File: src/rtl/outputs_edit_buffer.sv
// outputs_edit_buffer
//   Holds a WIDTH-bit shadow word. The word is either loaded whole from
//   intercepted input data or edited one bit at a time by queued commands.
//   On commit, all queued edits are drained and the shadow word is then
//   published on out_buf with a valid/ready handshake. Because of this,
//   each committed word reflects a complete set of edits.
//
// Ports
//   clk, reset_n          clock (rising edge), async active-low reset
//   in_valid/in_data      whole-word load, accepted when in_ready
//   in_ready              idle and no edits pending
//   edit_valid/addr/val   edit command: mode 00 write val, 01 toggle,
//   edit_mode             1x no-op (still consumes a FIFO slot)
//   edit_ready            idle and edit FIFO not full
//   commit                single-cycle publish request (ignored when busy)
//   out_valid/out_ready   output handshake for out_buf
//   out_buf               last committed word
//   busy                  not idle
//   addr_err              sticky, an applied edit addressed a bit >= WIDTH
//
// state      | meaning
// -----------+-----------------------------------------------------------
// ST_IDLE    | accept loads/edits, apply one queued edit per cycle
// ST_DRAIN   | no new input, apply remaining edits, then publish
// ST_PRESENT | out_valid held until out_ready
module outputs_edit_buffer #(
  parameter int WIDTH  = 32,
  parameter int ADDR_W = $clog2(WIDTH),
  parameter int DEPTH  = 4
) (
  input  logic              clk,
  input  logic              reset_n,
  input  logic              in_valid,
  input  logic [WIDTH-1:0]  in_data,
  output logic              in_ready,
  input  logic              edit_valid,
  input  logic [ADDR_W-1:0] edit_addr,
  input  logic              edit_val,
  input  logic [1:0]        edit_mode,
  output logic              edit_ready,
  input  logic              commit,
  output logic              out_valid,
  input  logic              out_ready,
  output logic [WIDTH-1:0]  out_buf,
  output logic              busy,
  output logic              addr_err
);

  localparam int PTR_W = $clog2(DEPTH) + 1;
  localparam int ENT_W = ADDR_W + 3;
  localparam logic [ADDR_W:0] WIDTH_LIM = (ADDR_W + 1)'(WIDTH);

  localparam logic [1:0] ST_IDLE    = 2'd0;
  localparam logic [1:0] ST_DRAIN   = 2'd1;
  localparam logic [1:0] ST_PRESENT = 2'd2;

  logic [1:0]        state;
  logic [WIDTH-1:0]  shadow;
  logic [WIDTH-1:0]  shadow_nxt;
  logic              err_set;
  logic [PTR_W-1:0]  wr_ptr;
  logic [PTR_W-1:0]  rd_ptr;
  logic [ENT_W-1:0]  mem [DEPTH];
  logic              fifo_empty;
  logic              fifo_full;
  logic              push;
  logic              pop;
  logic              load;
  logic [ADDR_W-1:0] head_addr;
  logic              head_val;
  logic [1:0]        head_mode;
  logic              head_in_range;

  // Pointers carry one extra wrap bit: equal pointers mean empty, equal
  // index with differing wrap bit means full.
  assign fifo_empty = (wr_ptr == rd_ptr);
  assign fifo_full  = (wr_ptr[PTR_W-1] != rd_ptr[PTR_W-1]) &&
                      (wr_ptr[PTR_W-2:0] == rd_ptr[PTR_W-2:0]);

  assign {head_addr, head_val, head_mode} = mem[rd_ptr[PTR_W-2:0]];
  assign head_in_range = ({1'b0, head_addr} < WIDTH_LIM);

  assign in_ready   = (state == ST_IDLE) && fifo_empty;
  assign edit_ready = (state == ST_IDLE) && !fifo_full;
  assign busy       = (state != ST_IDLE);

  assign load = in_valid && in_ready;
  assign push = edit_valid && edit_ready;
  assign pop  = ((state == ST_IDLE) || (state == ST_DRAIN)) && !fifo_empty;

  // A load requires an empty FIFO, so a load and a pop never coincide.
  // An edit pushed together with a load therefore lands on the loaded word.
  always_comb begin
    shadow_nxt = shadow;
    err_set    = 1'b0;
    if (load) begin
      shadow_nxt = in_data;
    end else if (pop && !head_mode[1]) begin
      if (head_in_range) begin
        for (int i = 0; i < WIDTH; i++) begin
          if (ADDR_W'(i) == head_addr) begin
            shadow_nxt[i] = head_mode[0] ? ~shadow[i] : head_val;
          end
        end
      end else begin
        err_set = 1'b1;
      end
    end
  end

  always_ff @(posedge clk) begin
    if (push) begin
      mem[wr_ptr[PTR_W-2:0]] <= {edit_addr, edit_val, edit_mode};
    end
  end

  always_ff @(posedge clk or negedge reset_n) begin
    if (!reset_n) begin
      state     <= ST_IDLE;
      shadow    <= '0;
      out_buf   <= '0;
      out_valid <= 1'b0;
      addr_err  <= 1'b0;
      wr_ptr    <= '0;
      rd_ptr    <= '0;
    end else begin
      shadow <= shadow_nxt;
      if (err_set) addr_err <= 1'b1;
      if (push)    wr_ptr   <= wr_ptr + 1'b1;
      if (pop)     rd_ptr   <= rd_ptr + 1'b1;
      case (state)
        ST_IDLE: begin
          if (commit) state <= ST_DRAIN;
        end
        ST_DRAIN: begin
          if (fifo_empty) begin
            out_buf   <= shadow;
            out_valid <= 1'b1;
            state     <= ST_PRESENT;
          end
        end
        ST_PRESENT: begin
          if (out_ready) begin
            out_valid <= 1'b0;
            state     <= ST_IDLE;
          end
        end
        default: state <= ST_IDLE;
      endcase
    end
  end

endmodule

File: config.mk
export PLATFORM = sky130hd
export DESIGN_NAME = outputs_edit_buffer
export DESIGN_NICKNAME = d
export VERILOG_FILES = /design/src/rtl/outputs_edit_buffer.sv
export SDC_FILE = /design/constraint.sdc
export NUM_CORES = 1
export LEC_CHECK = 0
export CAP_MARGIN = 20
export CORE_UTILIZATION = 55
export CTS_BUF_LIST = sky130_fd_sc_hd__clkbuf_4 sky130_fd_sc_hd__clkbuf_8
export DETAILED_ROUTE_END_ITERATION = 8
export PLACE_DENSITY = 0.86
export SYNTH_ARGS = -nofsm -noshare
export SYNTH_HDL_FRONTEND = slang
export SYNTH_SLANG_ARGS = --single-unit
File: constraint.sdc
create_clock -name clk -period 2.7 [get_ports clk]
set_clock_uncertainty 0.1 [all_clocks]
set_input_delay 0.675 -clock clk [delete_from_list [all_inputs] [get_ports clk]]
set_output_delay 0.675 -clock clk [all_outputs]
set_load 0.01 [all_outputs]
Word level (Yosys, flattened, before mapping)
Memories as Yosys holds them, arrays and structs flattened.
Index checks and enable logic that the tools add are counted.

storage, ports and cells
  bits in registers = 73
  bits in writable memories = 32
  input port bits = 46
  output and inout bits = 37
  logic and storage cells = 269
  memories = 1

memories
  name  words  bits a word  rd ports  clocked after Yosys merged registers in  write ports  RTL line  source
  mem   4      8            1         0                                        1            63        logic [ENT_W-1:0] mem [DEPTH];

operators by class
  $add $sub $neg = 2
  equal/unequal tests = 39
  muxes and demuxes = 75
  bitwise gates (word level) = 32
  reductions and logical operators = 83

operators with widths
  operator               number
  $eq A5 B5 Y1 const A   16
  $reduce_bool A2 Y1     35
  $mux W1                68
  $reduce_and A2 Y1      33
  $mux W32               2
  $eq A4 B5 Y1 const A   8
  $not A1 Y1             32
  $eq A3 B5 Y1 const A   4
  $eq A2 B5 Y1 const A   2
  $logic_and A1 B1 Y1    7
  $add A3 B1 Y3 const B  2
  $mux W2                3
  $ne A2 B2 Y1 const B   3
  $pmux W2 S3            1
  $reduce_and A3 Y1      2
  $eq A1 B5 Y1 const A   1
  $logic_not A5 Y1       1
  $eq A3 B3 Y1           1
  $logic_not A1 Y1       3
  $eq A2 B1 Y1 const B   1
  $eq A2 B2 Y1           1
  $eq A2 B2 Y1 const B   1
  $logic_not A2 Y1       1
  $pmux W1 S2            1
  2 further kinds        2

Depth between registers and ports, before layout
Gate-level depths: netlist of the first run.

  depth in word-level cells = 7
  mapped depth = 7
  depth with buffers taken out = 5

Worst setup path before layout of the first run
No wires, ideal clock.

  path type = register to register
  start point = reg wr_ptr[0]
  end point = mem mem[3][0] (netlist name) (enable)
  setup time = 340 ps
  data arrival time = 1628 ps
  required time = 2260 ps
  slack = 632 ps
  cell stages (with the launch flop) = 4
  path buffers = 0
  period minus slack after synthesis = 2068 ps
  cells stage by stage = dfrtp_1 xnor2_1 a311oi_1 and3_1

on the way
  cells in the longest elaborated chain, start to end = 7

RTL lines
  what                           RTL line  source
  start: declaration             61        logic [PTR_W-1:0] wr_ptr;
  start signal: assignment       129       if (push) wr_ptr <= wr_ptr + 1'b1;
  $eq A2 B2 Y1                   78        (wr_ptr[PTR_W-2:0] == rd_ptr[PTR_W-2:0]);
  $logic_and A1 B1 Y1            77        assign fifo_full = (wr_ptr[PTR_W-1] != rd_ptr[PTR_W-1]) &&
  $logic_not A1 Y1               84        assign edit_ready = (state == ST_IDLE) && !fifo_full;
  $logic_and A1 B1 Y1            84
  via edit_ready                 40        output logic edit_ready,
  $logic_and A1 B1 Y1            88        assign push = edit_valid && edit_ready;
  $mux W1                        112       if (push) begin
  $mux W1 (implied by the code)  113       mem[wr_ptr[PTR_W-2:0]] <= {edit_addr, edit_val, edit_mode};
  end: declaration               63

The timed path passes the listed nets, and every way through them passes these cells.

Worst setup path in the final report of the first run
  start point = reg wr_ptr[0]
  end point = out in_ready

on the way
  cells in the longest elaborated chain, start to end = 2

RTL lines
  what                 RTL line  source
  $eq A3 B3 Y1         76        assign fifo_empty = (wr_ptr == rd_ptr);
  $logic_and A1 B1 Y1  83        assign in_ready = (state == ST_IDLE) && fifo_empty;
  end: declaration     35        output logic in_ready,

No other way between the ends.

==> results of run 1 <==
## cells in the mapped netlist (all sizes together), types with 6 or more instances
cell type	instances	area (um^2)
dfrtp	73	1830
o21ai	66	330
nand2	36	135
mux2	34	383
mux2i	34	340
edfxtp	32	961
nand3	25	125
clkbuf	14	60.1
buf	11	72.6
nor2	9	43.8
mux4	8	188
nand4	8	50.1
and3	6	37.5
## critical path: stages, from the launching register on
cell	delay (ps)
dfrtp_1	460
xnor2_2	200
nand3_1	130
nor2_1	120
clkdlybuf4s50_1	540
## flip-flops by register name (all words and copies together) (netlist names)
| name | count |
|---|---|
| state | 2 |
| shadow | 32 |
| out_buf | 32 |
| out_valid | 1 |
| mem | 32 |
| wr_ptr | 3 |
| rd_ptr | 3 |
## power by group through the flow
stage	Sequential, mW	Combinational, mW	Clock [mW]
floorplan	2.71	2.09	0
global placement	2.66	3.11	0
detailed placement	2.70	3.26	0
CTS	2.69	3.32	1.00
global route	2.77	3.67	1.06
finish	2.69	3.35	0.985
## layout make-up
type                            instances  area share [%]
Timing Repair Buffer                   92            15.1
Multi-Input combinational cell        257            32.8
Inverter                                3           0.187
Clock buffer                           10            2.28
Sequential cell                       105            46.3
Tap cell                              108            2.24
Clock inverter                          6            1.08
## cells by family after synthesis
group           after synthesis
fa+ha+maj                     5
simple gates                 97
other cells                   1
xor+xnor                      8
compound gates               70
flops                       105
mux                          76
buf+inv                      29
## through the flow
stage	total power, mW	std cells	hold WS (ps)
6_report	7.03	581	206
3_5_place_dp	5.96	562	394
2_1_floorplan	4.80	391	279
5_1_grt	7.49	581	225
3_3_place_gp	5.76	562	386
4_1_cts	7.01	579	222
## per-layer routing
| metal | part of all wire, % | up-vias | GRT usage (%) |
|---|---|---|---|
| li1 | - | 1571 | - |
| met1 | 42 | 1672 | 30.8 |
| met2 | 51 | 122 | 41.5 |
| met3 | 5.7 | 9 | 5.61 |
| met4 | 1.0 | 0 | 7.34 |
| met5 | 0 | - | 0 |
## cell usage in the layout (no fill, tap or decap), types with 3 or more instances in the layout
| cell | synthesis | final |
|---|---|---|
| clkdlybuf4s50_1 | 0 | 79 |
| dfrtp_1 | 73 | 72 |
| o21ai_0 | 47 | 47 |
| nand2_1 | 36 | 36 |
| mux2_2 | 34 | 34 |
| mux2i_1 | 34 | 34 |
| edfxtp_1 | 32 | 32 |
| nand3_1 | 25 | 25 |
| o21ai_1 | 19 | 19 |
| clkbuf_8 | 0 | 10 |
| buf_4 | 2 | 9 |
| nand4_1 | 8 | 8 |
| nor2_1 | 7 | 7 |
| mux4_2 | 6 | 6 |
| and3_1 | 6 | 5 |
| ha_1 | 5 | 5 |
| inv_1 | 3 | 3 |
| xnor2_2 | 0 | 3 |
| xor2_1 | 3 | 3 |
| and4bb_2 | 3 | 3 |
## what timing repair did
action / in CTS / in global routing
setup endpoints to repair: 2 / 1
gates resized for setup: 5 / 1
pin swaps: 1 / 2
buffers inserted: 1 / 2
## path summary, 6_finish.rpt
kind,start,slack [ps],depth (start not counted),endpoint
hold reg to reg,out_buf[18]$_DFFE_PN0P_,410,1,out_buf[18]$_DFFE_PN0P_
setup reg to reg,rd_ptr[0]$_DFFE_PN0P_,120,6,shadow[24]$_DFFE_PN0P_
max in group asynchronous,reset_n,1950,2,wr_ptr[1]$_DFFE_PN0N_
hold / removal,reset_n,210,2,out_buf[24]$_DFFE_PN0P_
setup / recovery,wr_ptr[0]$_DFFE_PN0N_,120,4,in_ready
min in group clk,out_buf[18]$_DFFE_PN0P_,410,1,out_buf[18]$_DFFE_PN0P_
==> out/qor.yml, run 1 <==
clocking:
  clk_path_buf_depth: 2
  cts_tree: "done"
  root_buffer: "clkbuf_8"
  path_clk_slew_ps: 100
  cts_max_level: 3
  clkSinkCount: 105
  clock_latency_ps: 370
  numCtsBuffers: 9
  hold_buffers: 0
finish:
  final-seq-area_um2: 2790
  final_util_pct: 69.4
  multi_input_area_um2: 1980
  nets: 519
  final_area_um2: 6030
  n_fill_cell: 621
  diodes: 0
  layout-drive-gt1-share_pct: 17.8
  synthToLayoutAreaGrowth_pct: 23.3
routing:
  num_vias: 3374
  dr.pass1.iters: 4
  via_per_inst: 5.81
  drtIter0Drc: 191
  drc: 0
  wire_per_inst_um: 17.8
  finalWirelength_mm: 10.3
  ant_nets: 0
setup_path:
  crit_fanout: 4
  crit_type: "reg -> out"
  cp_data_arrival_time_ps: 1810
  cp-start-kind: "flop"
  crit_required_ps: 1920
  cp-end-kind: "output port"
global_routing:
  grt_max_degree: 74
  grt_first_pass_wirelength_mm: 16.6
  antenna_found_initial: 0
  grt_pass1_vias: 3375
  track_usage_pct: 24.3
  overflow: 0
worst_hold_path:
  holdCritPathClass: "in -> async"
floorplanning:
  num_io_pins: 83
  core_um2: 8680
  initial_core_util_pct: 56.3
  die_w_um: 96.3
  rows: 34
  dieArea_um2: 9260
  die_y_um: 96.3
logic_synthesis:
  yosysUniqueCellTypes: 38
  syn-num-nets: 442
  synth_edf_count: 32
  synthMuxAreaShare_pct: 18.6
  ys_ff_latch: 105
  synth-compound-area-share_pct: 7.45
  synth-xor-area-share_pct: 1.43
  synth_top_family_by_area: "multiplexers"
  yosysSeqAreaShare_pct: 57.1
  syn-cell-area_um2: 4890
  synth_simple_gate_area_share_pct: 10.9
  syn_avg_cell_area_um2: 12.5
  synthCells: 391
  synthAdderAreaFrac_pct: 1.28
  ys.flop_type: "dfrtp_1"
  synth-async-reset-ratio_pct: 69.5
  yosysWarnings: 0
timing:
  fmax_mhz: 388
  finalWorstSetupSlack_ps: 119
  max_slew.worst_pin.slew_ps: 680
  relSlewSlack_pct: 54.6
  setup_viol: 0
  rsz0062_at_grt: "false"
  period_needed_ps: 2580
  hold_viol_final: 0
  maxSlewViolCount: 0
  period_share_pct: 95.6
  setup_tns_ps: 0
pwr:
  p_sw_share_pct: 37.3
  ir_drop_mv: 0.729
  power_frac_seq_pct: 38.3
  p_comb_share_pct: 47.7
  power_density_nw_per_um2: 1170
  power_frac_clock_pct: 14.0
  intPower_mw: 4.41
  power.switching_mw: 2.63
  p_leak_nw: 2.47
run_status:
  status: "completed"
run:
  maxCapViolCount: 0
placement:
  dp_slack_ps: 178
  post-dp-hpwl_mm: 7.08
  place.gp.congestion: 0.755
  dpl-instance-area_um2: 5770
  port_buffers: 81
(Power assumes the default switching activity.)
==> inputs of run 2 (changes only) <==
ABC_AREA = 0   (was unset)
PLACE_DENSITY = unset   (was 0.86)
PLACE_DENSITY_LB_ADDON = 0.3   (was unset)
==> out/qor.yml, run 2 (synthesis gave the netlist of run 1 again) <==
floorplanning:
  die_y_um: 96.3  # unchanged
  dieArea_um2: 9260  # unchanged
  die_w_um: 96.3  # unchanged
  rows: 34  # unchanged
  core_um2: 8680  # unchanged
  num_io_pins: 83  # unchanged
  initial_core_util_pct: 56.3  # unchanged
routing:
  num_vias: 3392  # was 3374
  ant_nets: 0  # unchanged
  wire_per_inst_um: 17.8  # about the same
  via_per_inst: 5.82  # was 5.81
  drtIter0Drc: 232  # was 191
  finalWirelength_mm: 10.4  # was 10.3 mm
  dr.pass1.iters: 4  # unchanged
  drc: 0  # unchanged
finish:
  final_cell_mix: "79 x clkdlybuf4s50_1, 72 x dfrtp_1, 47 x o21ai_0"  # unchanged
  diodes: 0  # unchanged
  final_area_um2: 6030  # about the same
  nets: 521  # was 519
  synthToLayoutAreaGrowth_pct: 23.4  # was 23.3%
  final_util_pct: 69.5  # was 69.4%
  layout_commonest_cell: "clkdlybuf4s50_1"  # unchanged
  layout-drive-gt1-share_pct: 18.1  # was 17.8%
global_routing:
  antenna_found_initial: 0  # unchanged
  overflow: 0  # unchanged
  grt_max_degree: 65  # was 74
  grt_pass1_vias: 3322  # was 3375
  track_usage_pct: 24.3  # about the same
  grt_first_pass_wirelength_mm: 16.6  # about the same
run_status:
  status: "completed"  # unchanged
setup_path:
  crit_chain: "xnor2_2 -> nand3_1 -> nor2_1 -> clkdlybuf4s50_1"  # unchanged
  crit_type: "reg -> out"  # unchanged
  cp-end-kind: "output port"  # unchanged
  max_stage_delay_ps: 540  # about the same
  cp_data_arrival_time_ps: 1870  # was 1810 ps
  crit_fanout: 3  # was 4
  crit_required_ps: 1920  # about the same
  cpMaxStageDelayCell: "clkdlybuf4s50_1"  # unchanged
  cp-start-kind: "flop"  # unchanged
pwr:
  p_leak_nw: 2.47  # about the same
  power_density_nw_per_um2: 1160  # was 1170 nW/um^2
  total_power_mw: 6.98  # was 7.03 mW
  ir_drop_mv: 0.961  # was 0.729 mV
clocking:
  numCtsBuffers: 9  # unchanged
  clkSinkCount: 105  # unchanged
  clk_path_buf_depth: 2  # unchanged
  root_buffer: "clkbuf_8"  # unchanged
  clock_latency_ps: 370  # about the same
  cts_tree: "done"  # unchanged
  cts_max_level: 3  # unchanged
  path_clk_slew_ps: 100  # about the same
timing:
  max_slew.worst_pin.slew_ps: 654  # was 680 ps
  setup_viol: 0  # unchanged
  setup_tns_ps: 0  # unchanged
  hold_viol_final: 0  # unchanged
  maxSlewViolCount: 0  # unchanged
  period_needed_ps: 2650  # was 2580 ps
  period_share_pct: 98.0  # was 95.6%
  hold_ws_ps: 190  # was 206 ps
  relSlewSlack_pct: 56.3  # was 54.6%
  fmax_mhz: 378  # was 388 MHz
run:
  maxCapViolCount: 0  # unchanged
placement:
  place.gp.congestion: 0.767  # was 0.755
  port_buffers: 81  # unchanged
  post-dp-hpwl_mm: 7.07  # was 7.08 mm
  dpl-instance-area_um2: 5790  # was 5770 um^2
worst_hold_path:
  holdCritPathClass: "in -> async"  # unchanged
run 2: metrics by stage:
step	cells	setup WS, ps
5_1_grt	583	-6.94
4_1_cts	581	31.9
3_3_place_gp	565	335
6_report	583	53.4
2_1_floorplan	391	632
3_5_place_dp	565	305
run 2: what timing repair did:
| item | 4_1_cts | 5_1_grt |
|---|---|---|
| pin swaps | 0 | 2 |
| gates cloned | 0 | 0 |
| endpoints found under the hold margin | 0 | 0 |
| resized for setup | 5 | 1 |
| buffers inserted | 0 | 2 |
| setup endpoints to repair | 2 | 1 |
| hold buffers | 0 | 0 |
run 2: power breakdown:
part	internal (mW)	switching, mW
clock	0.364	0.602
sequential	2.26	0.415
combinational	1.68	1.66
run 2: routing by layer:
| metal | part of all wire (%) | up-vias | track usage [%] | routed length (um) |
|---|---|---|---|---|
| li1 | - | 1583 | - | - |
| met1 | 45 | 1680 | 33.0 | 4640 |
| met2 | 48 | 111 | 38.4 | 4980 |
| met3 | 5.1 | 18 | 4.11 | 523 |
| met4 | 2.1 | 0 | 10.6 | 216 |
| met5 | 0 | - | 0 | 0 |
run 2: final timing paths:
path                                                 to  slack, ps              startpoint  depth (start not counted)
worst max-delay path                           in_ready         50   rd_ptr[2]$_DFFE_PN0P_                          4
worst min-delay path             out_buf[1]$_DFFE_PN0P_        190                 reset_n                          1
worst max register to register   shadow[21]$_DFFE_PN0P_        240   rd_ptr[0]$_DFFE_PN0P_                          6
worst min register to register   out_buf[8]$_DFFE_PN0P_        410  out_buf[8]$_DFFE_PN0P_                          1
max in group asynchronous       out_buf[16]$_DFFE_PN0P_       1720                 reset_n                          2
min in group clk                 out_buf[8]$_DFFE_PN0P_        410  out_buf[8]$_DFFE_PN0P_                          1
run 2: critical path, delay by kind of cell (launching register included):
family,cells,cell delay (ps)
buffers and inverters,1,540
flip-flops,1,470
AND/OR/NAND/NOR,2,260
XOR/XNOR,1,240
run 2: final cells by class:
type / count / area (um^2)
clock buffers: 9 / 124
clock inverters: 7 / 66.3
fillers: 659 / 2650
inverters: 3 / 11.3
multi-input cells: 257 / 1980
flip-flops and latches: 105 / 2790
well taps: 108 / 135
repair buffers: 94 / 927
